===== src/rtl/sim_video_palette_out.sv =====
// rtl/sim_video_palette_out.sv - palette-based video output stage
// Index -> RGB lookup with runtime-loadable palette and a 2-stage ce_pix pipeline.
module sim_video_palette_out #(
  parameter int         BPP       = 1,
  parameter int         OUT_W     = 8,
  parameter logic [7:0] PAL_INDEX = 8'h02
) (
  input  logic             clk,
  input  logic             reset,
  input  logic             ce_pix,
  input  logic [BPP-1:0]   pix,
  input  logic             hsync_in,
  input  logic             vsync_in,
  input  logic             hblank_in,
  input  logic             vblank_in,
  input  logic             ioctl_download,
  input  logic             ioctl_wr,
  input  logic [24:0]      ioctl_addr,
  input  logic [7:0]       ioctl_dout,
  input  logic [7:0]       ioctl_index,
  output logic [OUT_W-1:0] VGA_R,
  output logic [OUT_W-1:0] VGA_G,
  output logic [OUT_W-1:0] VGA_B,
  output logic             VGA_HS,
  output logic             VGA_VS,
  output logic             VGA_HB,
  output logic             VGA_VB,
  output logic             frame_start
);

  localparam int NENT   = 1 << BPP;
  localparam int NBYTES = 3 * NENT;

  if (!(BPP == 1 || BPP == 2 || BPP == 4 || BPP == 8) || OUT_W < 1 || OUT_W > 8) begin : g_bad_param
    $error("sim_video_palette_out: illegal BPP or OUT_W");
  end

  function automatic logic [23:0] default_entry(input int i);
    logic [7:0] g;
    g = {(8 / BPP){i[BPP-1:0]}};
    return {g, g, g};
  endfunction

  logic [23:0]    pal_q [NENT];
  logic           wr_en;
  logic [9:0]     addr_lo;
  logic [BPP-1:0] wr_entry;
  logic [1:0]     wr_byte;

  assign addr_lo  = ioctl_addr[9:0];
  assign wr_en    = ioctl_download & ioctl_wr & (ioctl_index == PAL_INDEX) &
                    (ioctl_addr < 25'(NBYTES));
  assign wr_entry = BPP'(addr_lo / 10'd3);
  assign wr_byte  = 2'(addr_lo % 10'd3);

  always_ff @(posedge clk or posedge reset) begin
    if (reset) begin
      for (int i = 0; i < NENT; i++) pal_q[i] <= default_entry(i);
    end else if (wr_en) begin
      case (wr_byte)
        2'd0:    pal_q[wr_entry][23:16] <= ioctl_dout;
        2'd1:    pal_q[wr_entry][15:8]  <= ioctl_dout;
        default: pal_q[wr_entry][7:0]   <= ioctl_dout;
      endcase
    end
  end

  // sync bit order everywhere: {hs, vs, hb, vb}
  logic [BPP-1:0] s1_pix_q, s1_pix_d;
  logic [3:0]     s1_sync_q, s1_sync_d;
  logic           s1_vis_q, s1_vis_d;
  logic [23:0]    s2_rgb_q, s2_rgb_d;
  logic [3:0]     s2_sync_q, s2_sync_d;
  logic           armed_q, armed_d;
  logic           fs_q, fs_d;
  logic           fire;

  always_comb begin
    s1_pix_d  = s1_pix_q;
    s1_sync_d = s1_sync_q;
    s1_vis_d  = s1_vis_q;
    s2_rgb_d  = s2_rgb_q;
    s2_sync_d = s2_sync_q;
    armed_d   = armed_q;
    fs_d      = 1'b0;
    fire      = 1'b0;
    if (ce_pix) begin
      s1_pix_d  = pix;
      s1_sync_d = {hsync_in, vsync_in, hblank_in, vblank_in};
      s1_vis_d  = ~hblank_in & ~vblank_in;
      // palette read sees pre-write contents, so a same-cycle write shows up next time
      s2_rgb_d  = s1_vis_q ? pal_q[s1_pix_q] : 24'h0;
      s2_sync_d = s1_sync_q;
      fire      = armed_q & s1_vis_q;
      fs_d      = fire;
      armed_d   = (armed_q & ~fire) | vblank_in;
    end
  end

  always_ff @(posedge clk or posedge reset) begin
    if (reset) begin
      s1_pix_q  <= '0;
      s1_sync_q <= '0;
      s1_vis_q  <= 1'b0;
      s2_rgb_q  <= '0;
      s2_sync_q <= '0;
      armed_q   <= 1'b0;
      fs_q      <= 1'b0;
    end else begin
      s1_pix_q  <= s1_pix_d;
      s1_sync_q <= s1_sync_d;
      s1_vis_q  <= s1_vis_d;
      s2_rgb_q  <= s2_rgb_d;
      s2_sync_q <= s2_sync_d;
      armed_q   <= armed_d;
      fs_q      <= fs_d;
    end
  end

  assign VGA_R       = s2_rgb_q[23 -: OUT_W];
  assign VGA_G       = s2_rgb_q[15 -: OUT_W];
  assign VGA_B       = s2_rgb_q[7 -: OUT_W];
  assign VGA_HS      = s2_sync_q[3];
  assign VGA_VS      = s2_sync_q[2];
  assign VGA_HB      = s2_sync_q[1];
  assign VGA_VB      = s2_sync_q[0];
  assign frame_start = fs_q;

endmodule


===== config.mk =====
export PLATFORM = sky130hd
export DESIGN_NAME = sim_video_palette_out
export DESIGN_NICKNAME = d
export VERILOG_FILES = /design/src/rtl/sim_video_palette_out.sv
export SDC_FILE = /design/constraint.sdc
export NUM_CORES = 1
export LEC_CHECK = 0
export CAP_MARGIN = 15
export CORE_ASPECT_RATIO = 0.6
export CORE_MARGIN = 2
export CORE_UTILIZATION = 50
export DETAILED_ROUTE_END_ITERATION = 10
export PLACE_DENSITY = 0.78
export SETUP_SLACK_MARGIN = 0.3
export SLEW_MARGIN = 20
export SYNTH_ARGS = -nofsm -noshare
export SYNTH_HDL_FRONTEND = slang
export SYNTH_SLANG_ARGS = --single-unit
export TNS_END_PERCENT = 5

===== constraint.sdc =====
create_clock -name clk -period 3.8 [get_ports clk]
set_clock_uncertainty 0.15 [all_clocks]
set_input_delay 0.57 -clock clk [delete_from_list [all_inputs] [get_ports clk]]
set_output_delay 0.57 -clock clk [all_outputs]
set_load 0.02 [all_outputs]

==> results.md, run 1 <==
* GP Congestion at 0.895
* Drt pass-1 iters at 5
* Boundary Pins at 80
* Syn Nets at 395
* H-tree depth at 3
* Least-Margin Pin Slew at 0.940 ns
* Nets at 530
* CP Buf/Inv Count at 5
* R2R cell count at 2
* Synth area leaders: dfrtp_1, dfstp_2, mux2_2
* DRT iter0 DRCs at 274
* CTS tree: built
* # hold bufs at CTS at 0
* Levels on crit path at 21
* Worst path cell trace: clkdlybuf4s15_2 -> buf_4 -> nor3b_1 -> a21oi_1 -> o32ai_2 -> buf_4 -> nor2_4 -> nand3_1 -> o21ai_1 -> nor2_1 -> a31oi_1 -> ha_2 -> a31oi_4 -> xor2_2 -> inv_1 -> ha_2 -> a311o_1 -> nor4_4 -> buf_6 -> nand4b_4 -> mux2_4
* Remaining global-route overflow at 0
* Layout Cells excl Fill at 590
* Fin worst setup slack at -0.203 ns
* Initial antenna violation count at 0
* Worst VDD drop at 0.348 mV
* Critical Path RT at 3.87 ns
* Core area at 0.00795 sq mm
* Final setup viols at 48
* Port bufs at 79
* Die area at 0.00902 sq mm
* Pins Over Slew Limit at 0
* Met3 WL at 610 microns
* Worst rel slew slack at 0.371
* Utilization after layout at 0.771
* Via count at 3,377
* CTS Buffer Depth at 2
* Met2 WL at 5.61 mm
* Status: complete, but fails checks
* MaxCap Viol Count at 0
* Worst-path maximum fanout at 8
* Die height at 74.4 microns
* Overall Global Routing Usage at 0.268
* Syn. warnings at 0
* Initial Utilization at 0.519
* ANT nets after route at 0
* Violated checks: setup timing
* Register-to-register setup slack at 2.12 ns
* TritonCTS Sinks at 84
* Synthesis-to-layout area growth at 48.5%
* Arrival @ worst endpoint at 4.07 ns
* Post-synthesis average cell area at 12.1 sq um
* Worst-Skew Late Latency at 0.34 ns
* Critical Path Max Stage Delay at 0.38 ns
* CP endpoint kind: flop
* Setup crit start kind: primary input
* Fin crit share at 1.05
* First-pass GRT wire length at 18.2 mm
* CTS Buf Count at 9
* Placed cells at 556
* Crit Reg-Reg Endpoint: s2_rgb_q[6]$_DFFE_PP0P_
* Area after DPL at 0.00539 sq mm
* Antenna diodes at 0
* Aggregate routed wire length at 11.7 mm
* Power Density at 364 mW/mm^2
* Flops & latches, synth at 84
* Finished Cell Area at 0.00612 sq mm
* Vias in the first global route at 3,429
* HP Class: reg -> reg
* Post-synthesis cell count at 342
* Yosys cell types at 54
* Share of the synthesized area in the top cell type at 0.364
* DR vias/cell at 5.72
* Commonest non-fill, non-tap cells in the layout: clkdlybuf4s50_1, dfrtp_1, buf_4
* RSZ-0062 raised after global routing: true
* Largest net degree at the start of global routing at 85
* Synth area leader: dfrtp_1
* Top layer in use: met4
* DP HPWL at 7.28 mm
* Row count at 25
* Root buffer cell: clkbuf_16
* Max stage delay cell, worst path: mux2_4
* Chip Width at 121 microns
* WL per Instance at 19.8 microns
* Worst Setup Path Type: in -> reg
* Fmax achieved at 250 MHz
* Critical path origin: ioctl_addr[7]
* Synth Cell Area at 0.00413 sq mm
* Minimum clock period at 4.00 ns
* Routed metal-1 wirelength at 5.23 mm
* Cell family with most CP delay: buffers and inverters
* Post-Route Setup TNS at -6.42 ns
* Worst R2R Start: s1_vis_q$_DFFE_PP0P_
* Number of remaining DRC errors at 0
* Register area share after synthesis at 0.517
* Leak pwr at 2.71 nW
* Clock-pin slew on the worst setup and hold paths at 0.06 ns
* Fin. Hold Viols at 0
* Share of cells above drive strength 1 at 0.425
* Most common cell after layout, fill and taps aside: clkdlybuf4s50_1
[worst min-delay path by stage]
stage                                   startpoint                       end  depth (start not counted)
after global placement         armed_q$_DFFE_PP0P_       armed_q$_DFFE_PP0P_                          1
final                     s1_sync_q[0]$_DFFE_PP0P_  s2_sync_q[0]$_DFFE_PP0P_                          1
after CTS                      armed_q$_DFFE_PP0P_       armed_q$_DFFE_PP0P_                          1
after global routing      s1_sync_q[0]$_DFFE_PP0P_  s2_sync_q[0]$_DFFE_PP0P_                          1
after floorplan                armed_q$_DFFE_PP0P_       armed_q$_DFFE_PP0P_                          1
after detailed placement                      flop                      flop                          1
[through the flow]
| step | power, mW | setup slack [ns] | hold WS [ns] |
|---|---|---|---|
| 2_1_floorplan | 1.12 | -0.523 | 0.306 |
| 3_3_place_gp | 1.28 | -1.04 | 0.322 |
| 3_5_place_dp | 1.29 | -1.25 | 0.331 |
| 4_1_cts | 2.20 | -0.175 | 0.347 |
| 5_1_grt | 2.30 | -0.360 | 0.374 |
| 6_report | 2.23 | -0.203 | 0.354 |
[where the power goes]
part	internal, mW	switching (mW)	total, mW	leakage, nW
Combinational	0.236	0.223	0.459	1.51
Sequential	0.911	0.0111	0.922	1.06
Clock	0.506	0.341	0.847	0.139
Total	1.65	0.575	2.23	2.71
[cells in the mapped netlist, drive strengths merged]
library cell / number
o2bb2ai: 1
nor4: 5
and3b: 3
a211oi: 3
nor4bb: 3
a21oi: 7
o22a: 1
dfstp: 24
mux2i: 24
nor3: 10
o21ai: 8
nand2: 9
o22ai: 25
mux2: 58
o221ai: 1
nand4: 2
o21a: 1
nand3b: 1
a311o: 1
inv: 31
a31oi: 4
xor2: 2
clkbuf: 10
dfrtp: 60
or4: 2
nand4b: 2
a2111oi: 1
buf: 6
and3: 1
nor2: 8
ha: 2
or3: 1
xnor2: 3
a22o: 1
nor3b: 5
o32ai: 2
a2bb2oi: 2
or2: 1
o32a: 1
nand3: 5
nor4b: 2
nor2b: 3
[kinds of logic (layout without fill, tap and decap cells)]
kind of cell               count (synthesis)  count (layout)  share of synthesized area
xor gates and xnor gates                   5               5                     0.0106
adders and majority gates                  2               2                    0.00607
AOI/OAI and AO/OA                         59              59                     0.0968
muxes                                     82              82                      0.217
DFF                                       84              84                      0.517
buffers and inverters                     47             187                     0.0440
and+or+nand+nor                           63              63                      0.109
[repair_timing]
item,CTS,global route
pin swaps,15,6
gates resized for setup,74,22
gates cloned,2,0
setup endpoints to repair,48,48
buffers inserted,14,2
[area by class of cell]
class,instances,area [sq um]
fill,460,1820
inverter,31,118
multi-input combinational,211,2150
tap,108,135
clock buffer,11,233
clock inverter,5,52.6
timing repair buffer,140,1310
sequential,84,2130
[metal layers]
layer | vias up | track usage
met2 | 118 | 0.439
met5 | - | 0
met4 | 0 | 0.0741
met3 | 21 | 0.0713
met1 | 1715 | 0.360
li1 | 1523 | -
[worst register-to-register path: cells and delay by family (launching register included)]
family	cells	cell delay (ns)
simple gates	1	0.71
flops	1	0.41
compound gates	1	0.23
No activity file was read; power rests on OpenSTA's default activity.
==> run 2: changes to the inputs <==
- PLACE_DENSITY: 0.78 -> 0.77
==> run 2 against run 1 <==
Effect of this change:
- critical path type unchanged
- fmax decreased by 1.4%
- clock power increased by 14%
- largest power group is now clock
- the flow still finishes with violations (setup timing)
- combinational power increased by 7.2%
- via count increased by 2.9%
==> results.md, run 2 (synthesis gave the netlist of run 1 again) <==
* Crit Reg-Reg Endpoint: armed_q$_DFFE_PP0P_
* Post-Route Setup TNS at -9.59 ns (-3.17 ns)
* CP endpoint kind: flop
* CTS Buffer Depth at 2 (unchanged)
* CTS tree: built
* Worst VDD drop at 0.349 mV (+0.14%)
* Core area at 0.00795 sq mm (unchanged)
* Initial Utilization at 0.519 (unchanged)
* Worst R2R Start: s1_vis_q$_DFFE_PP0P_
* Critical Path RT at 3.87 ns (about the same)
* Worst Setup Path Type: in -> reg
* Commonest non-fill, non-tap cells in the layout: clkdlybuf4s50_1, dfrtp_1, buf_4
* Minimum clock period at 4.06 ns (+0.0548 ns)
* MaxCap Viol Count at 0 (unchanged)
* Pins Over Slew Limit at 0 (unchanged)
* WHS Path Cells at 1 (unchanged)
* Port bufs at 79 (unchanged)
* # hold bufs at CTS at 0 (unchanged)
* Worst path cell trace: buf_8 -> buf_6 -> xnor2_2 -> a211oi_2 -> o32ai_4 -> nor2_4 -> nand3_2 -> o21ai_2 -> nor2_1 -> a31oi_1 -> ha_2 -> a31oi_4 -> xor2_2 -> inv_2 -> ha_2 -> a311o_1 -> nor4_4 -> buf_6 -> nand4b_4 -> mux2_4
* Max stage delay cell, worst path: mux2_4
* DP HPWL at 7.21 mm (-0.92%)
* Final setup viols at 48 (unchanged)
* Die area at 0.00902 sq mm (unchanged)
* WL per Instance at 22.2 microns (+12%)
* Aggregate routed wire length at 13.1 mm (+12%)
* GP Congestion at 0.900 (+0.59%)
* Overall Global Routing Usage at 0.287 (+0.0185)
* Cell family with most CP delay: compound AO/OA/AOI/OAI gates
* Largest net degree at the start of global routing at 38 (-55%)
* DR vias/cell at 5.89 (+2.9%)
* Root buffer cell: clkbuf_16
* Violated checks: setup timing
* DRT iter0 DRCs at 287 (+4.7%)
* R2R cell count at 2 (unchanged)
* CP Buf/Inv Count at 4 (-1)
* Fin worst setup slack at -0.258 ns (-0.0549 ns)
* CTS Buf Count at 9 (unchanged)
* Chip Width at 121 microns (unchanged)
* Fmax achieved at 246 MHz (-1.4%)
* Power Density at 379 mW/mm^2 (+4.1%)
* DP Worst Slack at -1.19 ns (+0.0580 ns)
* Synthesis-to-layout area growth at 52.3%
* Status: complete, but fails checks
* Critical Path Max Stage Delay at 0.39 ns (about the same)
* Antenna diodes at 0 (unchanged)
* RSZ-0062 raised after global routing: true
* Nets at 530 (unchanged)
* HP Class: reg -> reg
* Levels on crit path at 20 (-4.8%)
* Final total power at 2.38 mW (+6.8%)
* Remaining global-route overflow at 0 (unchanged)
* H-tree depth at 3 (unchanged)
* Worst-path maximum fanout at 8 (unchanged)
* Setup crit start kind: primary input
* Fin. Hold Viols at 0 (unchanged)
* Leak pwr at 2.77 nW (+2.2%)
* Finished Cell Area at 0.00628 sq mm (+2.6%)
* Die height at 74.4 microns (unchanged)
* TritonCTS Sinks at 84 (unchanged)
* Arrival @ worst endpoint at 4.13 ns (+0.06 ns)
* Worst rel slew slack at 0.350 (-0.0210)
* Clock-pin slew on the worst setup and hold paths at 0.06 ns (about the same)
* Number of remaining DRC errors at 0 (unchanged)
* Share of cells above drive strength 1 at 0.438 (+0.0124)
* Register-to-register setup slack at 2.10 ns (-0.02 ns)
* Worst-Skew Late Latency at 0.34 ns (about the same)
* Fin crit share at 1.07 (+0.0144)
* Most common cell after layout, fill and taps aside: clkdlybuf4s50_1
* Drt pass-1 iters at 4 (-1)
* Row count at 25 (unchanged)
* Via count at 3,474 (+2.9%)
* Least-Margin Pin Slew at 0.972 ns (+0.0315 ns)
* Boundary Pins at 80 (unchanged)
* First-pass GRT wire length at 19.2 mm (+5.3%)
* ANT nets after route at 0 (unchanged)
* Area after DPL at 0.00535 sq mm (-0.65%)
* Initial antenna violation count at 0 (unchanged)
* Vias in the first global route at 3,488 (+1.7%)
==> run 2: cell types whose count changed in the layout (fill, tap and decap cells not counted), sizes merged <==
cell	previous run	this run
clkinvlp	1	0
clkdlybuf4s15	1	0
clkinv	4	3
clkbuf	11	13
bufinv	1	2
==> run 2: metrics by stage <==
stage                     utilization  instances  hold slack [ns]
after floorplan                     -        342            0.306
after global placement          0.673        553            0.322
after detailed placement        0.673        553            0.331
after CTS                       0.760        588            0.346
after global routing            0.791        590            0.373
final                           0.791        590            0.346
==> run 2: worst max-delay path by stage <==
stage | start | slack, ns | to
2_1_floorplan | ioctl_addr[5] | -0.52 | flop
3_5_place_dp | ioctl_addr[8] | -1.19 | flop
3_3_place_gp | ioctl_addr[8] | -1.06 | flop
4_1_cts | ioctl_addr[4] | -0.11 | flop
5_1_grt | ioctl_addr[4] | -0.42 | flop
6_report | ioctl_addr[4] | -0.26 | flop
==> run 2: metal layers <==
layer | global-route usage | wire, microns | vias to the layer above
met5 | 0 | 0 | -
met4 | 0.125 | 342 | 0
met3 | 0.0675 | 734 | 28
met2 | 0.446 | 6300 | 128
met1 | 0.391 | 5730 | 1794
li1 | - | - | 1524
==> run 2: repair_timing <==
action	CTS	global route
gates cloned	2	0
setup endpoints to repair	48	48
resized for setup	77	59
pin swaps	23	13
buffers inserted	17	2
==> run 2: cell type report <==
type                    instances  area, sq um
multi-input cells             211         2260
flip-flops and latches         84         2130
fillers                       441         1660
repair buffers                140         1300
clock buffers                  12          267
well taps                     108          135
inverters                      31          120
clock inverters                 4         70.1
==> run 2: worst register-to-register path, stage by stage, from the launching register on <==
cell and delay [ns]:
dfrtp_1 0.39, nand2_1 0.59, a22o_1 0.45
==> run 2: power breakdown <==
group	leakage [nW]	switching [mW]	total, mW	internal (mW)
clock network	0.169	0.341	0.968	0.627
registers	1.06	0.00819	0.919	0.911
logic	1.54	0.243	0.492	0.249
total	2.77	0.593	2.38	1.79
